## config.mk

```make
export PLATFORM = sky130hd
export DESIGN_NAME = topk_stream_sorter_flat
export DESIGN_NICKNAME = d
export VERILOG_FILES = /design/src/rtl/topk_stream_sorter_if.sv /design/src/rtl/topk_stream_sorter.sv /design/src/flat_wrapper.sv
export SDC_FILE = /design/constraint.sdc
export NUM_CORES = 1
export LEC_CHECK = 0
export ABC_AREA = 1
export BUFFER_PORTS_ARGS = -buffer_cell sky130_fd_sc_hd__buf_2
export CAP_MARGIN = 20
export CORE_MARGIN = 4
export CORE_UTILIZATION = 41
export DETAILED_ROUTE_END_ITERATION = 6
export PLACE_DENSITY = 0.6
export SLEW_MARGIN = 20
export SYNTH_ARGS = -nofsm -noshare
export SYNTH_HDL_FRONTEND = slang
export SYNTH_SLANG_ARGS = --single-unit
```

## constraint.sdc

```tcl
create_clock -name clk_i -period 9.3 [get_ports clk_i]
set_input_delay 1.86 -clock clk_i [delete_from_list [all_inputs] [get_ports clk_i]]
set_output_delay 1.86 -clock clk_i [all_outputs]
set_load 0.1 [all_outputs]
```

## src/rtl/topk_stream_sorter_if.sv

```systemverilog
`default_nettype none
// +----------------------------------------------------------------------------+
// | topk_stream_sorter_if                                                      |
// | Beat input stream and top-k result bus of the streaming top-k selector.    |
// | Rev 1.0                                                                    |
// +----------------------------------------------------------------------------+
interface topk_stream_sorter_if #(
    parameter int DATAWIDTH = 8,
    parameter int LANES     = 4,
    parameter int K_MAX     = 8,
    parameter int LEN_W     = 8
);
    localparam int c_kw = $clog2(K_MAX) + 1;

    logic                             in_valid_i;
    logic                             in_ready_o;
    logic [LEN_W-1:0]                 in_len_i;
    logic [c_kw-1:0]                  k_i;
    logic                             sign_ctrl_i;
    logic                             desc_i;
    logic [LANES-1:0][DATAWIDTH-1:0]  x_i;
    logic                             out_valid_o;
    logic                             out_ready_i;
    logic [K_MAX-1:0][DATAWIDTH-1:0]  y_o;
    logic [c_kw-1:0]                  out_count_o;

    modport master (
        output in_valid_i, in_len_i, k_i, sign_ctrl_i, desc_i, x_i, out_ready_i,
        input  in_ready_o, out_valid_o, y_o, out_count_o
    );

    modport slave (
        input  in_valid_i, in_len_i, k_i, sign_ctrl_i, desc_i, x_i, out_ready_i,
        output in_ready_o, out_valid_o, y_o, out_count_o
    );
endinterface
`default_nettype wire

```

## src/rtl/topk_stream_sorter.sv

```systemverilog
`default_nettype none
// +----------------------------------------------------------------------------+
// | topk_stream_sorter                                                         |
// | Reduces each frame of LANES-wide beats to its k best elements, one         |
// | element inserted per cycle into a sorted result array.                     |
// | Rev 1.0                                                                    |
// +----------------------------------------------------------------------------+
module topk_stream_sorter #(
    parameter int DATAWIDTH = 8,
    parameter int LANES     = 4,
    parameter int K_MAX     = 8,
    parameter int LEN_W     = 8
) (
    input  logic                   clk_i,
    input  logic                   rst_i,
    topk_stream_sorter_if.slave    bus
);
    localparam int c_kw = $clog2(K_MAX) + 1;
    localparam int c_lw = (LANES > 1) ? $clog2(LANES) : 1;

    typedef enum logic [1:0] {
        S_IDLE      = 2'd0,
        S_INSERT    = 2'd1,
        S_WAIT_BEAT = 2'd2,
        S_OUT       = 2'd3
    } state_t;

    state_t                           state_q;
    logic [LANES-1:0][DATAWIDTH-1:0]  beat_q;
    logic [LEN_W-1:0]                 rem_q;
    logic [c_kw-1:0]                  k_eff_q;
    logic                             sign_q;
    logic                             desc_q;
    logic [c_lw-1:0]                  lane_q;
    logic [K_MAX-1:0][DATAWIDTH-1:0]  res_q;
    logic [c_kw-1:0]                  count_q;
    logic                             in_ready_q;
    logic                             out_valid_q;

    logic [K_MAX-1:0][DATAWIDTH-1:0]  res_d;
    logic [c_kw-1:0]                  count_d;
    logic [LEN_W-1:0]                 rem_d;
    logic [c_kw-1:0]                  w_k_eff;
    logic [c_kw-1:0]                  w_pos;
    logic [DATAWIDTH-1:0]             w_cur;

    function automatic logic f_beats(input logic [DATAWIDTH-1:0] a,
                                     input logic [DATAWIDTH-1:0] b,
                                     input logic                 sgn,
                                     input logic                 dsc);
        logic gt;
        logic lt;
        if (sgn) begin
            gt = $signed(a) > $signed(b);
            lt = $signed(a) < $signed(b);
        end else begin
            gt = a > b;
            lt = a < b;
        end
        return dsc ? gt : lt;
    endfunction

    always_comb begin
        if (bus.k_i == '0)
            w_k_eff = c_kw'(1);
        else if (bus.k_i > c_kw'(K_MAX))
            w_k_eff = c_kw'(K_MAX);
        else
            w_k_eff = bus.k_i;
    end

    // The array is kept sorted, so the insert slot is simply the number of
    // valid entries the new element fails to beat; ties keep arrival order.
    always_comb begin
        w_cur = beat_q[lane_q];
        w_pos = '0;
        for (int e = 0; e < K_MAX; e++) begin
            if ((c_kw'(e) < count_q) && !f_beats(w_cur, res_q[e], sign_q, desc_q))
                w_pos = w_pos + c_kw'(1);
        end
        for (int i = 0; i < K_MAX; i++) begin
            res_d[i] = res_q[i];
            if (w_pos < k_eff_q) begin
                if (c_kw'(i) == w_pos)
                    res_d[i] = w_cur;
                else if ((c_kw'(i) > w_pos) && (c_kw'(i) < k_eff_q))
                    res_d[i] = res_q[(i == 0) ? 0 : i - 1];
            end
        end
        count_d = count_q;
        if ((w_pos < k_eff_q) && (count_q < k_eff_q))
            count_d = count_q + c_kw'(1);
        rem_d = (rem_q != '0) ? rem_q - LEN_W'(1) : rem_q;
    end

    always_ff @(posedge clk_i or posedge rst_i) begin
        if (rst_i) begin
            state_q     <= S_IDLE;
            beat_q      <= '0;
            rem_q       <= '0;
            k_eff_q     <= '0;
            sign_q      <= 1'b0;
            desc_q      <= 1'b0;
            lane_q      <= '0;
            res_q       <= '0;
            count_q     <= '0;
            in_ready_q  <= 1'b1;
            out_valid_q <= 1'b0;
        end else begin
            case (state_q)
                S_IDLE: begin
                    if (bus.in_valid_i) begin
                        beat_q     <= bus.x_i;
                        rem_q      <= bus.in_len_i;
                        k_eff_q    <= w_k_eff;
                        sign_q     <= bus.sign_ctrl_i;
                        desc_q     <= bus.desc_i;
                        res_q      <= '0;
                        count_q    <= '0;
                        lane_q     <= '0;
                        in_ready_q <= 1'b0;
                        if (bus.in_len_i == '0) begin
                            state_q     <= S_OUT;
                            out_valid_q <= 1'b1;
                        end else begin
                            state_q <= S_INSERT;
                        end
                    end
                end
                S_INSERT: begin
                    if (rem_q != '0) begin
                        res_q   <= res_d;
                        count_q <= count_d;
                    end
                    rem_q  <= rem_d;
                    lane_q <= lane_q + c_lw'(1);
                    if (rem_d == '0) begin
                        state_q     <= S_OUT;
                        out_valid_q <= 1'b1;
                    end else if (lane_q == c_lw'(LANES - 1)) begin
                        state_q    <= S_WAIT_BEAT;
                        in_ready_q <= 1'b1;
                    end
                end
                S_WAIT_BEAT: begin
                    if (bus.in_valid_i) begin
                        beat_q     <= bus.x_i;
                        lane_q     <= '0;
                        in_ready_q <= 1'b0;
                        state_q    <= S_INSERT;
                    end
                end
                S_OUT: begin
                    if (bus.out_ready_i) begin
                        out_valid_q <= 1'b0;
                        in_ready_q  <= 1'b1;
                        state_q     <= S_IDLE;
                    end
                end
                default: begin
                    state_q     <= S_IDLE;
                    in_ready_q  <= 1'b1;
                    out_valid_q <= 1'b0;
                end
            endcase
        end
    end

    assign bus.in_ready_o  = in_ready_q;
    assign bus.out_valid_o = out_valid_q;
    assign bus.y_o         = res_q;
    assign bus.out_count_o = count_q;
endmodule
`default_nettype wire

```

## src/flat_wrapper.sv

```systemverilog
// flat-port wrapper written by rule: the top's interface ports become plain ports
module topk_stream_sorter_flat 
#(
    parameter int DATAWIDTH = 8,
    parameter int LANES     = 4,
    parameter int K_MAX     = 8,
    parameter int LEN_W     = 8
)
  (clk_i, rst_i, bus_in_valid_i, bus_in_len_i, bus_k_i, bus_sign_ctrl_i, bus_desc_i, bus_x_i, bus_out_ready_i, bus_in_ready_o, bus_out_valid_o, bus_y_o, bus_out_count_o);
  topk_stream_sorter_if #(.DATAWIDTH(DATAWIDTH), .LANES(LANES), .K_MAX(K_MAX), .LEN_W(LEN_W)) bus_i ();
  input  logic clk_i;
  input  logic rst_i;
  input wire logic [$bits(bus_i.in_valid_i)-1:0] bus_in_valid_i;
  input wire logic [$bits(bus_i.in_len_i)-1:0] bus_in_len_i;
  input wire logic [$bits(bus_i.k_i)-1:0] bus_k_i;
  input wire logic [$bits(bus_i.sign_ctrl_i)-1:0] bus_sign_ctrl_i;
  input wire logic [$bits(bus_i.desc_i)-1:0] bus_desc_i;
  input wire logic [$bits(bus_i.x_i)-1:0] bus_x_i;
  input wire logic [$bits(bus_i.out_ready_i)-1:0] bus_out_ready_i;
  output wire logic [$bits(bus_i.in_ready_o)-1:0] bus_in_ready_o;
  output wire logic [$bits(bus_i.out_valid_o)-1:0] bus_out_valid_o;
  output wire logic [$bits(bus_i.y_o)-1:0] bus_y_o;
  output wire logic [$bits(bus_i.out_count_o)-1:0] bus_out_count_o;
  assign bus_i.in_valid_i = bus_in_valid_i;
  assign bus_i.in_len_i = bus_in_len_i;
  assign bus_i.k_i = bus_k_i;
  assign bus_i.sign_ctrl_i = bus_sign_ctrl_i;
  assign bus_i.desc_i = bus_desc_i;
  assign bus_i.x_i = bus_x_i;
  assign bus_i.out_ready_i = bus_out_ready_i;
  assign bus_in_ready_o = bus_i.in_ready_o;
  assign bus_out_valid_o = bus_i.out_valid_o;
  assign bus_y_o = bus_i.y_o;
  assign bus_out_count_o = bus_i.out_count_o;
  topk_stream_sorter #(.DATAWIDTH(DATAWIDTH), .LANES(LANES), .K_MAX(K_MAX), .LEN_W(LEN_W)) u_core (.clk_i(clk_i), .rst_i(rst_i), .bus(bus_i));
endmodule
```

==> results of run 1 <==
-- registers in the layout (all words and copies together) (netlist names), 2 cells and up --
register	count
u_core.state_q	2
u_core.k_eff_q	4
u_core.beat_q	32
u_core.lane_q	2
u_core.bus.y_o	64
u_core.rem_q	8
u_core.bus.out_count_o	4
-- cell usage in the layout, fill, tap and decap left out, types with 3 or more instances in the layout --
master / n
nand2_1: 516
o211ai_1: 4
a32oi_1: 8
buf_2: 119
nand3_2: 11
buf_4: 12
clkinvlp_4: 3
bufinv_16: 3
a21oi_1: 86
inv_6: 3
nor3_1: 4
inv_1: 201
nor4_1: 4
nor2_1: 84
xor2_1: 9
clkinv_1: 3
o21ai_0: 41
dfrtp_1: 119
nor2_2: 5
o22ai_1: 9
clkbuf_16: 17
nand3_1: 40
nand4_1: 15
nor2_4: 12
nand3b_1: 3
inv_2: 8
clkinv_4: 3
nand2_2: 15
ha_1: 82
nand2_4: 7
nand3_4: 3
-- cell families (layout without fill, tap and decap cells) --
family / after synthesis / in the layout / synth area share
adder cells (fa/ha/maj): 82 / 82 / 0.111
AO/OA/AOI/OAI: 168 / 168 / 0.105
AND/OR/NAND/NOR: 728 / 728 / 0.349
buffers and inverters: 235 / 376 / 0.0974
flip-flops: 120 / 120 / 0.326
XOR/XNOR: 11 / 11 / 0.0113
-- layer usage --
layer  vias to the layer above  share of wire  GRT usage
li1                       4504              -          -
met1                      4139           0.47      0.326
met2                       229           0.46      0.372
met3                        27          0.060     0.0446
met4                         0          0.013     0.0524
met5                         -              0          0
-- final cells by class --
| cell class | instances | area [µm²] | area share |
|---|---|---|---|
| Timing Repair Buffer | 131 | 686 | 0.0636 |
| Clock inverter | 15 | 193 | 0.0179 |
| Tap cell | 280 | 350 | 0.0325 |
| Inverter | 213 | 802 | 0.0744 |
| Sequential cell | 120 | 3000 | 0.279 |
| Multi-Input combinational cell | 989 | 5320 | 0.494 |
| Clock buffer | 17 | 425 | 0.0394 |
-- worst paths after layout --
check,start,endpoint,cells after the start
min in group asynchronous,rst_i,u_core.state_q[0],2
max in group asynchronous,rst_i,u_core.desc_q,3
min reg2reg,u_core.bus.in_ready_o,u_core.bus.in_ready_o,2
max,u_core.lane_q[1],u_core.bus.y_o[59],45
max reg2reg,u_core.lane_q[1],u_core.bus.y_o[59],45
min,u_core.bus.in_ready_o,u_core.bus.in_ready_o,2
-- through the flow --
stage	utilization	setup WS, ns
after global placement	0.463	1.36
after detailed placement	0.463	1.18
after floorplan	-	2.15
final	0.491	1.11
after global routing	0.491	0.301
after CTS	0.491	1.13
-- worst reg2reg max path: cells and delay by family (launching register included) --
family	cells	cell delay, ns
AOI/OAI and AO/OA	10	2.00
adders and majority gates	7	1.80
buffers and inverters	10	1.44
xor gates and xnor gates	2	0.68
DFF	1	0.35
and+or+nand+nor	16	1.85
==> metrics.md, run 1 <==
| Metric | Value |
|---|---|
| Post-place instance area | `0.0102 mm²` |
| Port Buffer Count | `between 100 and 150` |
| Total GRT Usage | `0.232` |
| Final ANT Viol Nets | `0` |
| Vias | `about 8,900` |
| Initial antenna violation count | `0` |
| Worst Path Buf+Inv | `10` |
| Fin area | `roughly 0.011 mm²` |
| Leading register cell type out of synthesis | `dfrtp_1` |
| Register area share after synthesis | `0.326` |
| CP Launch Type | `flop` |
| Ys async rst share | `1.00` |
| Synth area leaders | `dfrtp_1, nand2_1, ha_1, inv_1, a21oi_1` |
| Synth top area share | `0.323` |
| Post-CTS Setup Bufs | `0` |
| Post-CTS Hold Fix Bufs | `0` |
| Post-route minimum period | `roughly 8.2 ns` |
| Final Hold Viols | `0` |
| Total CTS buffers | `17` |
| Ports | `between 100 and 150` |
| Count leader, synth | `nand2_1` |
| Area Overhead vs Synth | `17.1%` |
| Outcome | `finished, final reports clean` |
| Drt wl/cell | `between 15 and 20 µm` |
| First-pass GRT wire length | `45,100 µm` |
| CTS root buffer | `clkbuf_16` |
| Final setup violation count | `0` |
| Fin crit share | `0.881` |
| Placed cell count | `around 1,700` |
| RSZ-0062 raised after global routing | `false` |
| Crit-path max FO | `17` |
| Initial Util | `0.419` |
| Post-CTS sizing | `0` |
| Fillers | `around 2,200` |
| Kind of critical path | `flop to flop` |
| Mapped Nets | `between 1,000 and 1,500` |
| Cell count after synthesis | `roughly 1,300` |
| Insertion delay of the later-clocked pin in the worst-skew pair | `between 0.4 and 0.5 ns` |
| Maximum clock path buffer count | `2` |
| Die area | `approximately 0.025 mm²` |
| Synth top cells by count | `nand2_1, inv_1, dfrtp_1` |
| Routability cong. | `approximately 0.89` |
| Class of the worst hold path | `flop to flop` |
| Initial DRT Pass Iterations | `5` |
| Die height | `about 160 µm` |
| CTS tree | `done` |
| Detailed router's first-iteration violation count | `just under 700` |
| Worst Tran Pin Value | `1.22 ns` |
| Synth cell types | `52` |
| EDFF count, synth | `0` |
| Setup TNS | `0 ns` |
| Max Clock Freq | `~120 MHz` |
| Yosys reg bits | `120` |
| Gr ovfl total | `0` |
| Vias/cell | `between 5 and 6` |
| Routed wire length | `around 28,000 µm` |
| Num Clock Sinks | `120` |
| Cell area after synthesis | `0.00921 mm²` |
| Core Box Area | `about 0.022 mm²` |
| DRC Markers | `0` |
| # H-tree levels | `4` |
| Final hold slack | `0.467 ns` |
| Post-Layout Cell Count | `roughly 1,800` |
| Vias in the first global route | `between 8,000 and 9,000` |
| FP Rows | `54` |
| Max-Cap Viols | `0` |
| Total Nets Final | `~1,600` |
| Fin. max-slew vios | `0` |
| Cell mode on critical path | `nand2_1` |
| Critical Path RT | `between 9 and 10 ns` |
| CP top delay family | `compound AO/OA/AOI/OAI gates` |
| Clock transition at the registers of the reported paths | `around 0.060 ns` |
| # diodes | `0` |
| Worst path slowest cell | `xnor2_2` |
| DPL Wire Length | `~22,000 µm` |
| Max-slew headroom at the worst pin | `0.176` |
| Mapped Avg Cell Area | `6.85 µm²` |
| FF-to-FF setup slack | `around 1.1 ns` |
| Crit end category | `flop` |
| Area leader, netlist | `dfrtp_1` |
| Die width | `approximately 160 µm` |
| Arrival @ worst endpoint | `approximately 8.5 ns` |
| Yosys warning total | `0` |
| Slowest stage delay, CP | `approximately 0.56 ns` |
| Largest net degree at the start of global routing | `between 70 and 80` |
| Layout cells sized above 1 | `0.159` |
| Clock skew | `0.00968 ns` |
Power of run 1 is not shown: default switching activity piles up to over one toggle a cycle in this logic, so the estimate is an artifact.
==> inputs of run 2 (changes only) <==
--- a/config.mk
+++ b/config.mk
@@ -12,6 +12,7 @@
 export CORE_UTILIZATION = 41
 export DETAILED_ROUTE_END_ITERATION = 6
 export PLACE_DENSITY = 0.6
+export REMOVE_ABC_BUFFERS = 1
 export SLEW_MARGIN = 20
 export SYNTH_ARGS = -nofsm -noshare
 export SYNTH_HDL_FRONTEND = slang
==> run 2 against run 1 <==
  * Non-clock buffer count did not move
  * Critical path depth fell by 4
  * Die area did not move
  * Cell count did not move
  * Highest routed layer unchanged
  * Via count fell by 1.9%
  * Setup slack got worse by 0.37 ns
  * Final area rose by 0.30%
  * Sequential share of layout area fell by 0.084 points
  * Register-to-register slack got worse by 0.37 ns
  * Wire length fell by 2.4%
  * Global-route usage fell by 0.52 points
  * Clock-buffer cell count did not move
==> metrics.md, run 2 (synthesis results as in run 1) <==
| Metric | Value |
|---|---|
| Outcome | `finished, final reports clean` |
| Post-place instance area | `~0.01 mm²` |
| Clock transition at the registers of the reported paths | `roughly 0.060 ns` |
| CP Launch Point | `u_core.lane_q[0]` |
| Post-route minimum period | `around 8.6 ns` |
| Vias in the first global route | `8,384` |
| Final Util | `0.493` |
| DPL Wire Length | `21,000 µm` |
| Fillers | `~2,200` |
| Gr ovfl total | `0` |
| Arrival @ worst endpoint | `just under 9 ns` |
| Max reg flops | `64` |
| Routed wire length | `roughly 28,000 µm` |
| Fin worst setup slack | `between 0.7 and 0.8 ns` |
| Crit-path max FO | `18` |
| Commonest cells after routing, fill and taps aside | `nand2_1, inv_1, buf_2, dfrtp_1, a21oi_1` |
| CTS root buffer | `clkbuf_16` |
| Routability cong. | `0.925` |
| Kind of critical path | `flop to flop` |
| # diodes | `0` |
| Slowest stage delay, CP | `0.90 ns` |
| Fin area | `0.0108 mm²` |
| Area Overhead vs Synth | `17.4%` |
| Vias | `8,726` |
| Maximum clock path buffer count | `2` |
| Port Buffer Count | `around 120` |
| Core Box Area | `approximately 0.022 mm²` |
| Crit end category | `flop` |
| Drt wl/cell | `roughly 16 µm` |
| Fin crit share | `0.920` |
| Min-delay src | `u_core.beat_q[22]` |
| CP Launch Type | `flop` |
| Fin. max-slew vios | `0` |
| Setup TNS | `0 ns` |
| Final ANT Viol Nets | `0` |
| RSZ-0062 raised after global routing | `false` |
| Max Clock Freq | `approximately 120 MHz` |
| Total GRT Usage | `0.227` |
| Clock skew | `roughly 0.0093 ns` |
| Total CTS buffers | `17` |
| Final setup violation count | `0` |
| Insertion delay of the later-clocked pin in the worst-skew pair | `around 0.43 ns` |
| Layout cells sized above 1 | `0.160` |
| Detailed router's first-iteration violation count | `between 500 and 600` |
| Final Hold Viols | `0` |
| Max-Cap Viols | `0` |
| FP Rows | `54` |
| DRC Markers | `0` |
| Worst path slowest cell | `a32oi_1` |
| Ports | `120` |
| Total Nets Final | `approximately 1,600` |
| Worst Tran Pin Value | `around 1.1 ns` |
| Most common cell after layout, fill and taps aside | `nand2_1` |
| Initial Util | `0.419` |
| Post-CTS Hold Fix Bufs | `0` |
| # H-tree levels | `4` |
| First-pass GRT wire length | `~44,000 µm` |
| CTS tree | `done` |
| Die width | `~160 µm` |
| Initial DRT Pass Iterations | `5` |
| Max-slew headroom at the worst pin | `0.250` |
| Num Clock Sinks | `120` |
| Die area | `roughly 0.025 mm²` |
| Place WS | `0.772 ns` |
| Critical Path RT | `between 9 and 10 ns` |
| Worst R2R Start | `u_core.lane_q[0]` |
| Cell mode on critical path | `nand2_1` |
| Die height | `around 160 µm` |
| Initial antenna violation count | `0` |
| Vias/cell | `approximately 4.9` |
| Largest net degree at the start of global routing | `65` |
| Class of the worst hold path | `flop to flop` |
## run 2: per-layer routing
| layer | wire length, µm | GRT usage | vias up |
|---|---|---|---|
| met2 | 12200 | 0.356 | 240 |
| met1 | 13200 | 0.317 | 3927 |
| met3 | 1690 | 0.0514 | 49 |
| li1 | - | - | 4510 |
| met5 | 0 | 0 | - |
| met4 | 565 | 0.0590 | 0 |
## run 2: critical path: cells and delay by family, from the launching register on
kind / cells / cell delay (ns)
compound gates: 8 / 2.42
simple gates: 16 / 2.11
fa+ha+maj: 7 / 1.99
buf+inv: 8 / 0.91
flops: 1 / 0.60
xor+xnor: 2 / 0.38
## run 2: metrics by stage
step | hold WS, ns | instances
2_1_floorplan | 0.442 | 1322
3_5_place_dp | 0.455 | 1732
3_3_place_gp | 0.455 | 1732
5_1_grt | 0.487 | 1765
6_report | 0.474 | 1765
4_1_cts | 0.472 | 1764
## run 2: worst paths after layout
kind	to	slack (ns)	depth (start not counted)
min in group asynchronous	u_core.state_q[0]	1.56	2
setup reg to reg	u_core.bus.y_o[7]	0.74	41
max in group asynchronous	u_core.bus.y_o[39]	6.44	3
hold reg to reg	u_core.beat_q[22]	0.47	2
setup / recovery	u_core.bus.y_o[7]	0.74	41
hold / removal	u_core.beat_q[22]	0.47	2
## run 2: repair_timing
action | 4_1_cts | 5_1_grt
buffers inserted | 0 | 0
endpoints found under the setup margin | 0 | 64
resized for setup | 0 | 2
## run 2: cell type report
cell class,count,area (µm²),share of cell area
multi-input cells,989,5330,0.493
flip-flops and latches,120,3000,0.278
inverters,213,806,0.0745
repair buffers,131,686,0.0634
clock buffers,17,425,0.0393
well taps,280,350,0.0324
clock inverters,15,215,0.0199
Power of run 2 is left out for the same reason.
==> inputs of run 3 (changes only) <==
--- a/config.mk
+++ b/config.mk
@@ -10,6 +10,7 @@
 export CAP_MARGIN = 20
 export CORE_MARGIN = 4
 export CORE_UTILIZATION = 41
+export CTS_BUF_LIST = sky130_fd_sc_hd__clkbuf_8
 export DETAILED_ROUTE_END_ITERATION = 6
 export PLACE_DENSITY = 0.6
 export REMOVE_ABC_BUFFERS = 1
==> run 3 against run 2 <==
  * Clock-buffer cell count did not move
  * Critical path depth stayed put
  * Cell count stayed put
  * Hold slack improved by 0.0035 ns
  * Via count increased by 0.13%
  * Register-to-register slack gained 0.11 ns
  * Fmax is 1.3% higher
  * Sequential cell count is the same
  * Highest routed layer unchanged
==> metrics.md, run 3 (synthesis results as in run 1) <==
| Metric | Value |
|---|---|
| FP Rows | `54` |
| Final ANT Viol Nets | `0` |
| Layout cells sized above 1 | `0.160` |
| CP Launch Point | `u_core.lane_q[0]` |
| Initial Util | `0.419` |
| Routability cong. | `just over 0.9` |
| First-pass GRT wire length | `43,900 µm` |
| Fin. max-slew vios | `0` |
| Maximum clock path buffer count | `2` |
| CP Launch Type | `flop` |
| Clock transition at the registers of the reported paths | `0.08 ns` |
| Worst R2R Start | `u_core.lane_q[0]` |
| Largest net degree at the start of global routing | `between 60 and 70` |
| Ports | `120` |
| Max Clock Freq | `between 100 and 150 MHz` |
| Kind of critical path | `flop to flop` |
| Post-CTS Hold Fix Bufs | `0` |
| Post-route minimum period | `between 8 and 9 ns` |
| Outcome | `finished, final reports clean` |
| Fin crit share | `0.909` |
| Port Buffer Count | `between 100 and 150` |
| Total Nets Final | `between 1,500 and 2,000` |
| Crit end category | `flop` |
| Critical R2R Capture | `u_core.bus.y_o[0]` |
| # diodes | `0` |
| Slowest stage delay, CP | `0.87 ns` |
| Core Box Area | `between 0.02 and 0.025 mm²` |
| Die width | `around 160 µm` |
| Die area | `between 0.02 and 0.025 mm²` |
| DPL Wire Length | `between 20,000 and 25,000 µm` |
| Vias/cell | `roughly 5` |
| Worst Path Buf+Inv | `8` |
| Die height | `158 µm` |
| Commonest cells after routing, fill and taps aside | `nand2_1, inv_1, buf_2, dfrtp_1, a21oi_1` |
| CP top delay family | `compound AO/OA/AOI/OAI gates` |
| Vias in the first global route | `8,306` |
| Class of the worst hold path | `flop to flop` |
| Gr ovfl total | `0` |
| Crit-path max FO | `18` |
| Setup TNS | `0 ns` |
| Worst Tran Pin Value | `about 1.1 ns` |
| Cell mode on critical path | `nand2_1` |
| Drt wl/cell | `around 16 µm` |
| Total CTS buffers | `17` |
| Flip-flop and latch area | `0.00300 mm²` |
| Critical Path RT | `9.65 ns` |
| RSZ-0062 raised after global routing | `false` |
| Max-Cap Viols | `0` |
| Insertion delay of the later-clocked pin in the worst-skew pair | `approximately 0.47 ns` |
| Initial antenna violation count | `0` |
| Clock skew | `roughly 0.016 ns` |
| Final Hold Viols | `0` |
| FF-to-FF setup slack | `0.85 ns` |
| Detailed router's first-iteration violation count | `485` |
| Arrival @ worst endpoint | `roughly 8.8 ns` |
| CTS tree | `done` |
| Max-slew headroom at the worst pin | `0.270` |
| # H-tree levels | `4` |
| Num Clock Sinks | `120` |
| Fillers | `about 2,300` |
| Initial DRT Pass Iterations | `5` |
| CTS root buffer | `clkbuf_8` |
| DRC Markers | `0` |
| Final setup violation count | `0` |
| Max reg flops | `64` |
| Total GRT Usage | `0.225` |
| Critical path depth | `41` |
| Routed wire length | `roughly 27,000 µm` |
| Worst setup path endpoint | `u_core.bus.y_o[0]` |
| Reg2Reg Depth | `41` |
| Most common cell after layout, fill and taps aside | `nand2_1` |
| Area Overhead vs Synth | `15.4%` |
| Vias | `just under 9,000` |
| Multi-input logic area | `roughly 0.0053 mm²` |
| Worst path slowest cell | `a32oi_1` |
[run 3: cell count changes in the layout (fill, tap and decap cells not counted)]
cell	delta
clkbuf_8	+17
clkbuf_16	-17
[run 3: how the worst min path moves through the flow]
| stage | from | endpoint | cells after the start | slack [ns] |
|---|---|---|---|---|
| after floorplan | u_core.beat_q[14] | u_core.beat_q[14] | 2 | 0.44 |
| after CTS | u_core.bus.in_ready_o | u_core.bus.in_ready_o | 2 | 0.48 |
| after detailed placement | u_core.bus.in_ready_o | u_core.bus.in_ready_o | 2 | 0.45 |
| after global routing | u_core.beat_q[13] | u_core.beat_q[13] | 2 | 0.49 |
| final | u_core.bus.in_ready_o | u_core.bus.in_ready_o | 2 | 0.48 |
| after global placement | u_core.beat_q[0] | u_core.beat_q[0] | 2 | 0.46 |
[run 3: worst reg2reg max path: cells and delay by family (launching register included)]
family / cells / cell delay, ns
compound gates: 8 / 2.36
flops: 1 / 0.61
simple gates: 16 / 2.08
buf+inv: 8 / 0.92
fa+ha+maj: 7 / 1.98
xor+xnor: 2 / 0.38
[run 3: cell type report]
cell class	count	share of cell area
flip-flops and latches	120	0.283
clock buffers	17	0.0220
inverters	213	0.0758
clock inverters	15	0.0203
repair buffers	131	0.0645
well taps	280	0.0330
multi-input cells	989	0.502
[run 3: repair_timing]
item	4_1_cts	5_1_grt
gates resized for setup	0	2
setup endpoints to repair	0	60
buffers inserted	0	0
[run 3: layer usage]
metal	wire length, µm	global-route usage	share of wire
met2	12100	0.354	0.44
met4	469	0.0569	0.017
met5	0	0	0
met1	13000	0.317	0.47
met3	1830	0.0495	0.067
[run 3: metrics by stage]
stage	hold WS (ns)	utilization	instance area [µm²]	std cells	worst slack, ns
CTS	0.475	0.483	10600	1764	0.725
global placement	0.455	0.462	10200	1732	0.953
global route	0.494	0.484	10600	1765	0.0679
detailed placement	0.455	0.462	10200	1732	0.772
floorplan	0.442	-	9110	1322	1.99
finish	0.478	0.484	10600	1765	0.848
Power of run 3 is left out for the same reason.
